`src/rtl/spi_pkg.sv`:
```
// Shared types and helpers for the SPI master: FSM states, mode bit positions
// and a constant-foldable ceil(log2) used for counter and select widths.
package spi_pkg;

  typedef enum logic [1:0] {
    IDLE  = 2'd0,
    LEAD  = 2'd1,
    XFER  = 2'd2,
    TRAIL = 2'd3
  } state_t;

  localparam int CPOL = 1;
  localparam int CPHA = 0;

  function automatic int clog2(input int n);
    int r;
    r = 0;
    for (int v = n - 1; v > 0; v = v >> 1) r = r + 1;
    return r;
  endfunction

endpackage

```
`src/rtl/spi_master_if.sv`:
```
// Host-side register bus of the SPI master: strobes, transfer setup and status.
interface spi_master_if #(
  parameter int DWIDTH = 8,
  parameter int SSW    = 1
);
  logic              cs;
  logic              rd;
  logic              wr;
  logic [DWIDTH-1:0] din;
  logic [1:0]        mode;
  logic [SSW-1:0]    ss_sel;
  logic [DWIDTH-1:0] dout;
  logic              busy;
  logic              done;
  logic              err;

  modport master (output cs, rd, wr, din, mode, ss_sel, input dout, busy, done, err);
  modport slave  (input cs, rd, wr, din, mode, ss_sel, output dout, busy, done, err);
endinterface

```
`src/rtl/spi_clkgen.sv`:
```
// SCLK half-period timer: counts CLKDIV clk cycles and flags the last one.
// A synchronous clear restarts the count so each state starts a full period.
module spi_clkgen
  import spi_pkg::*;
#(
  parameter int CLKDIV = 4
) (
  input  logic clk,
  input  logic rst,
  input  logic clr,
  output logic tick
);
  localparam int CW = (CLKDIV > 1) ? clog2(CLKDIV) : 1;

  logic [CW-1:0] cnt_r;

  assign tick = (cnt_r == CW'(CLKDIV - 1));

  // Half-period counter, wraps on tick
  always_ff @(posedge clk) begin
    if (rst || clr) begin
      cnt_r <= '0;
    end else if (tick) begin
      cnt_r <= '0;
    end else begin
      cnt_r <= cnt_r + CW'(1);
    end
  end
endmodule

```
`src/rtl/spi_master.sv`:
```
// Parametrised SPI master: host strobe bus in, SPI pins out. Four CPOL/CPHA
// modes per transfer, programmable SCLK divider, MSB/LSB order, one-hot selects.
module spi_master
  import spi_pkg::*;
#(
  parameter int DWIDTH    = 8,
  parameter int CLKDIV    = 4,
  parameter int NSS       = 1,
  parameter int LSB_FIRST = 0
) (
  input  logic           clk,
  input  logic           rst,
  spi_master_if.slave    bus,
  output logic           sclk,
  output logic           mosi,
  input  logic           miso,
  output logic [NSS-1:0] ss_n
);
  localparam int SSW = (NSS > 1) ? clog2(NSS) : 1;
  localparam int HW  = clog2(2 * DWIDTH);
  localparam logic [HW-1:0] LAST_HALF = HW'(2 * DWIDTH - 1);

  state_t            state_r, state_nx;
  logic [DWIDTH-1:0] tx_r, rx_r, dout_r;
  logic [HW-1:0]     half_r;
  logic [1:0]        mode_r;
  logic [SSW-1:0]    sel_r;
  logic [NSS-1:0]    ss_n_r;
  logic start_r, busy_r, done_r, err_r, sclk_r, mosi_r;
  logic wr_s, rd_s, accept_s, launch_s, tick_s, clr_s;
  logic edge_s, lead_s, trail_s, shift_s, sample_s, finish_s;

  // An out-of-range index matches no line, so every select stays high.
  function automatic logic [NSS-1:0] ss_mask(input logic [SSW-1:0] sel);
    logic [NSS-1:0] m;
    for (int i = 0; i < NSS; i++) m[i] = (sel != SSW'(i));
    return m;
  endfunction

  assign wr_s     = bus.cs & bus.wr & ~bus.rd;
  assign rd_s     = bus.cs & bus.rd & ~bus.wr;
  assign accept_s = wr_s & ~busy_r & ~start_r;
  assign launch_s = (state_r == IDLE) & start_r;

  spi_clkgen #(.CLKDIV(CLKDIV)) u_clkgen (
    .clk  (clk),
    .rst  (rst),
    .clr  (clr_s),
    .tick (tick_s)
  );

  // Next-state logic and SCLK edge qualification
  always_comb begin
    state_nx = state_r;
    edge_s   = 1'b0;
    finish_s = 1'b0;
    case (state_r)
      IDLE: begin
        if (start_r) state_nx = LEAD;
        else state_nx = IDLE;
      end
      LEAD: begin
        if (tick_s) state_nx = XFER;
        else state_nx = LEAD;
      end
      XFER: begin
        edge_s = tick_s;
        if (tick_s && (half_r == LAST_HALF)) state_nx = TRAIL;
        else state_nx = XFER;
      end
      TRAIL: begin
        finish_s = tick_s;
        if (tick_s) state_nx = IDLE;
        else state_nx = TRAIL;
      end
      default: state_nx = IDLE;
    endcase
  end

  // Even half-periods end on a leading edge; CPHA=0 preloads the first bit at launch.
  assign lead_s   = edge_s & ~half_r[0];
  assign trail_s  = edge_s & half_r[0];
  assign sample_s = mode_r[CPHA] ? trail_s : lead_s;
  assign shift_s  = mode_r[CPHA] ? lead_s
                                 : ((trail_s & (half_r != LAST_HALF)) | launch_s);
  assign clr_s    = (state_nx != state_r) | (state_r == IDLE);

  // State register
  always_ff @(posedge clk) begin
    if (rst) state_r <= IDLE;
    else state_r <= state_nx;
  end

  // Host handshake, shift registers and SPI pin registers
  always_ff @(posedge clk) begin
    if (rst) begin
      tx_r    <= '0;
      rx_r    <= '0;
      dout_r  <= '0;
      half_r  <= '0;
      mode_r  <= 2'b00;
      sel_r   <= '0;
      ss_n_r  <= '1;
      start_r <= 1'b0;
      busy_r  <= 1'b0;
      done_r  <= 1'b0;
      err_r   <= 1'b0;
      sclk_r  <= 1'b0;
      mosi_r  <= 1'b0;
    end else begin
      if (accept_s) begin
        tx_r    <= bus.din;
        mode_r  <= bus.mode;
        sel_r   <= bus.ss_sel;
        sclk_r  <= bus.mode[CPOL];
        done_r  <= 1'b0;
        start_r <= 1'b1;
      end else if (wr_s) begin
        err_r <= 1'b1;
      end else if (rd_s) begin
        done_r <= 1'b0;
        err_r  <= 1'b0;
      end
      if (launch_s) begin
        start_r <= 1'b0;
        busy_r  <= 1'b1;
        half_r  <= '0;
        ss_n_r  <= ss_mask(sel_r);
      end
      if (shift_s) begin
        if (LSB_FIRST != 0) begin
          mosi_r <= tx_r[0];
          tx_r   <= tx_r >> 1;
        end else begin
          mosi_r <= tx_r[DWIDTH-1];
          tx_r   <= tx_r << 1;
        end
      end
      if (sample_s) begin
        if (LSB_FIRST != 0) rx_r <= {miso, rx_r[DWIDTH-1:1]};
        else rx_r <= {rx_r[DWIDTH-2:0], miso};
      end
      if (edge_s) begin
        sclk_r <= ~sclk_r;
        half_r <= half_r + HW'(1);
      end
      if (finish_s) begin
        busy_r <= 1'b0;
        done_r <= 1'b1;
        dout_r <= rx_r;
        ss_n_r <= '1;
      end
    end
  end

  assign bus.dout = dout_r;
  assign bus.busy = busy_r;
  assign bus.done = done_r;
  assign bus.err  = err_r;
  assign sclk     = sclk_r;
  assign mosi     = mosi_r;
  assign ss_n     = ss_n_r;
endmodule
```
`src/flat_wrapper.sv`:
```
// flat-port wrapper written by rule: the top's interface ports become plain ports
module spi_master_flat import spi_pkg::*;
#(
  parameter int DWIDTH    = 8,
  parameter int CLKDIV    = 4,
  parameter int NSS       = 1,
  parameter int LSB_FIRST = 0
)
  (clk, rst, sclk, mosi, miso, ss_n, bus_cs, bus_rd, bus_wr, bus_din, bus_mode, bus_ss_sel, bus_dout, bus_busy, bus_done, bus_err);
  spi_master_if #(.DWIDTH(DWIDTH)) bus_i ();
  input  logic clk;
  input  logic rst;
  output logic sclk;
  output logic mosi;
  input  logic miso;
  output logic [NSS-1:0] ss_n;
  input wire logic [$bits(bus_i.cs)-1:0] bus_cs;
  input wire logic [$bits(bus_i.rd)-1:0] bus_rd;
  input wire logic [$bits(bus_i.wr)-1:0] bus_wr;
  input wire logic [$bits(bus_i.din)-1:0] bus_din;
  input wire logic [$bits(bus_i.mode)-1:0] bus_mode;
  input wire logic [$bits(bus_i.ss_sel)-1:0] bus_ss_sel;
  output wire logic [$bits(bus_i.dout)-1:0] bus_dout;
  output wire logic [$bits(bus_i.busy)-1:0] bus_busy;
  output wire logic [$bits(bus_i.done)-1:0] bus_done;
  output wire logic [$bits(bus_i.err)-1:0] bus_err;
  assign bus_i.cs = bus_cs;
  assign bus_i.rd = bus_rd;
  assign bus_i.wr = bus_wr;
  assign bus_i.din = bus_din;
  assign bus_i.mode = bus_mode;
  assign bus_i.ss_sel = bus_ss_sel;
  assign bus_dout = bus_i.dout;
  assign bus_busy = bus_i.busy;
  assign bus_done = bus_i.done;
  assign bus_err = bus_i.err;
  spi_master #(.DWIDTH(DWIDTH), .CLKDIV(CLKDIV), .NSS(NSS), .LSB_FIRST(LSB_FIRST)) u_core (.clk(clk), .rst(rst), .bus(bus_i), .sclk(sclk), .mosi(mosi), .miso(miso), .ss_n(ss_n));
endmodule
```
`config.mk`:
```
export PLATFORM = sky130hd
export DESIGN_NAME = spi_master_flat
export DESIGN_NICKNAME = d
export VERILOG_FILES = /design/src/rtl/spi_pkg.sv /design/src/rtl/spi_master_if.sv /design/src/rtl/spi_clkgen.sv /design/src/rtl/spi_master.sv /design/src/flat_wrapper.sv
export SDC_FILE = /design/constraint.sdc
export NUM_CORES = 1
export LEC_CHECK = 0
export ABC_AREA = 1
export BUFFER_PORTS_ARGS = -buffer_cell sky130_fd_sc_hd__clkbuf_2
export CAP_MARGIN = 20
export CELL_PAD_IN_SITES_DETAIL_PLACEMENT = 0
export CELL_PAD_IN_SITES_GLOBAL_PLACEMENT = 1
export CORE_UTILIZATION = 44
export CTS_BUF_LIST = sky130_fd_sc_hd__clkbuf_8
export CTS_CLUSTER_DIAMETER = 50
export DETAILED_ROUTE_END_ITERATION = 7
export HOLD_SLACK_MARGIN = 0.02
export PLACE_DENSITY_LB_ADDON = 0.1
export SYNTH_ARGS = -nofsm -noshare
export SYNTH_HDL_FRONTEND = slang
export SYNTH_SLANG_ARGS = --single-unit
```
`constraint.sdc`:
```
create_clock -name clk -period 2.44 [get_ports clk]
set_input_delay 0 -clock clk [delete_from_list [all_inputs] [get_ports clk]]
set_output_delay 0 -clock clk [all_outputs]
set_load 0.05 [all_outputs]
```
==> run metrics <==
worst min-delay path startpoint=bus_din[5]; CP Capture Type=register; CTS root buf=clkbuf_8; clk_lat worst skew=a little under 0.3 ns; Ports=31; Routability Congestion=about 0.7; Tcrit/Tclk final=0.677; R2R cell count=4; Max Slew Vio Count=0; fmax=~610 MHz; r2r startpoint=u_core.u_clkgen.cnt_r[0]; VDD IR max=~0.44 mV; Total Nets Final=290; number of global-route vias before repair=between 1000 and 1500; critical path cell sequence=ha_1 -> nand3_1 -> o21ai_0 -> a21oi_1; Synth Register Bits=between 40 and 50; pin count of the biggest net entering global routing=24; IO Port Bufs=30; CTS clk-pin slew, worst paths=approximately 0.08 ns; Post-synth EDFFs=0; Power Density=627 mW/mm^2; Max Cap Viol=0; endpoints failing hold=0; TritonCTS clock tree=yes; initial antenna violation count=0; area of the mapped netlist=0.00173 sq mm; first-pass GRT wire length=just under 6 mm; Critical Setup Path Class=register to register; Detailed Place HPWL=around 2.3 mm; Worst path max stage delay=between 0.4 and 0.5 ns; Setup TNS=0 ns; Detailed Route WL=~3.4 mm; CTS Buf Count=5; clk buf depth=2; drt wl/cell=~11 um; clock sink count=just over 40; area share of the largest cell type after synthesis=0.476; ys async rst share=0; Syn Area/Cell=7.41 sq um; ranking of synthesized cells by area=dfxtp_1, a21oi_1, nand2_1; Die H=roughly 65 um; cell row count=22; die area=0.00418 sq mm; Crit-path slowest cell=nand3_1; drt pass-1 iters=4; syn_nets=between 200 and 300; # resized after CTS=0; Worst Path Required=between 2 and 3 ns; Syn Inst Count=~230; GRT Total Usage=0.181; WHS Endpoint=u_core.tx_r[5]; slew margin rel.=0.585; yosys warns=0; fin crit period=roughly 1.7 ns; Via density=around 4.8; Leak=0.000866 uW; Commonest cells post-synth=nand2_1, dfxtp_1, a21oi_1; Iter 0 DRT Violations=61; final setup fails=0; synth unique cells=22; Layout Skew=between 0.007 and 0.008 ns; share of layout cells above drive strength 1=0.176; synthesis-to-layout area growth=20.3%; worst hold path type=input port to register; Inserted Diodes=0; Worst R2R Setup Slack=about 0.79 ns; core area=approximately 0.0037 sq mm; H-tree depth=2; CP top delay family=simple AND/OR/NAND/NOR gates; Critical Path Source Type=register; Slew @ Worst Pin=roughly 0.62 ns; Seq/Total Area, Yosys=0.476; status=complete, no violations; detailed-route via count=1530; most common cell in the synthesized netlist=nand2_1; gr ovfl total=0; Critical Path AT=1.81 ns; CP max FO=18; Main synth FF type=dfxtp_1; Die Width=64.6 um; hold path depth=5; overall power=approximately 1300 uW; RSZ-0062 raised after global routing=false; Critical R2R Capture=u_core.bus.dout[2]; Starting Density=0.464; Remaining DRCs=0; Synth area leader=dfxtp_1; critical path buffer and inverter count=0; DRT antenna net count=0
==> logic make-up (layout without fill, tap and decap cells) <==
family | Yosys count | in the layout | synth area share
simple gates | 87 | 87 | 0.223
compound gates | 60 | 60 | 0.189
buf+inv | 43 | 82 | 0.0986
flops | 41 | 41 | 0.476
fa+ha+maj | 2 | 2 | 0.0145
==> stage by stage <==
stage / worst slack, ns / utilization / instance area (sq um) / hold slack [ns] / cells
3_5_place_dp: 0.794 / 0.509 / 1890 / 0.278 / 302
2_1_floorplan: 0.953 / - / 1730 / 0.167 / 233
5_1_grt: 0.575 / 0.559 / 2080 / 0.0365 / 320
4_1_cts: 0.784 / 0.559 / 2080 / 0.0299 / 320
3_3_place_gp: 0.830 / 0.509 / 1890 / 0.273 / 302
6_report: 0.788 / 0.559 / 2080 / 0.0306 / 320
==> cell type report <==
| type | instances | area (sq um) |
|---|---|---|
| Tap cell | 48 | 60.1 |
| Sequential cell | 41 | 821 |
| Clock buffer | 5 | 68.8 |
| Inverter | 34 | 128 |
| Multi-Input combinational cell | 149 | 734 |
| Clock inverter | 3 | 13.8 |
| Fill cell | 381 | 1640 |
| Timing Repair Buffer | 40 | 250 |
==> metal layers <==
layer / track usage / vias to the layer above / wire [um]
met5: 0 / - / 0
met4: 0.0667 / 0 / 51
met3: 0.0528 / 5 / 105
met2: 0.304 / 22 / 1650
met1: 0.219 / 677 / 1640
li1: - / 826 / -
==> worst register-to-register path, stage by stage (launching register included) <==
cell	delay [ns]
dfxtp_1	0.33
ha_1	0.27
nand3_1	0.49
o21ai_0	0.37
a21oi_1	0.07
==> placed cells by master, fill, tap and decap left out, drive strengths merged <==
master,netlist,layout
nand2,45,45
dfxtp,41,41
a21oi,36,36
inv,34,35
clkbuf,7,35
o21ai,23,23
nand3,21,21
nor2,18,18
dlygate4sd3,0,10
nand4,2,2
ha,2,2
clkinv,0,2
o211ai,1,1
nand3b,1,1
==> where the power goes <==
| part | internal, uW | switching (uW) |
|---|---|---|
| Sequential | 699 | 19.3 |
| Clock | 194 | 234 |
| Combinational | 61.1 | 93.8 |
==> worst max-delay path by stage <==
| stage | startpoint | to | slack [ns] | cells past startpoint |
|---|---|---|---|---|
| 3_5_place_dp | u_core.u_clkgen.cnt_r[0] | u_core.bus.dout[2] | 0.79 | 4 |
| 3_3_place_gp | u_core.u_clkgen.cnt_r[0] | u_core.rx_r[6] | 0.83 | 6 |
| 5_1_grt | u_core.u_clkgen.cnt_r[0] | u_core.bus.dout[6] | 0.58 | 4 |
| 2_1_floorplan | u_core.u_clkgen.cnt_r[0] | u_core.tx_r[7] | 0.95 | 8 |
| 4_1_cts | u_core.u_clkgen.cnt_r[0] | u_core.bus.dout[2] | 0.78 | 4 |
| 6_report | u_core.u_clkgen.cnt_r[0] | u_core.bus.dout[2] | 0.79 | 4 |
==> what timing repair did <==
item                      4_1_cts  5_1_grt
buffers inserted                0        0
hold buffers                   10        0
hold endpoints to repair       10        0
==> sequential cells by signal (all words and copies together), names as in the netlist, 2 cells and up <==
signal,cells
u_core.bus.dout,8
u_core.rx_r,8
u_core.tx_r,8
u_core.half_r,4
u_core.state_r,2
u_core.u_clkgen.cnt_r,2
Power figures use the tool's default switching activity.
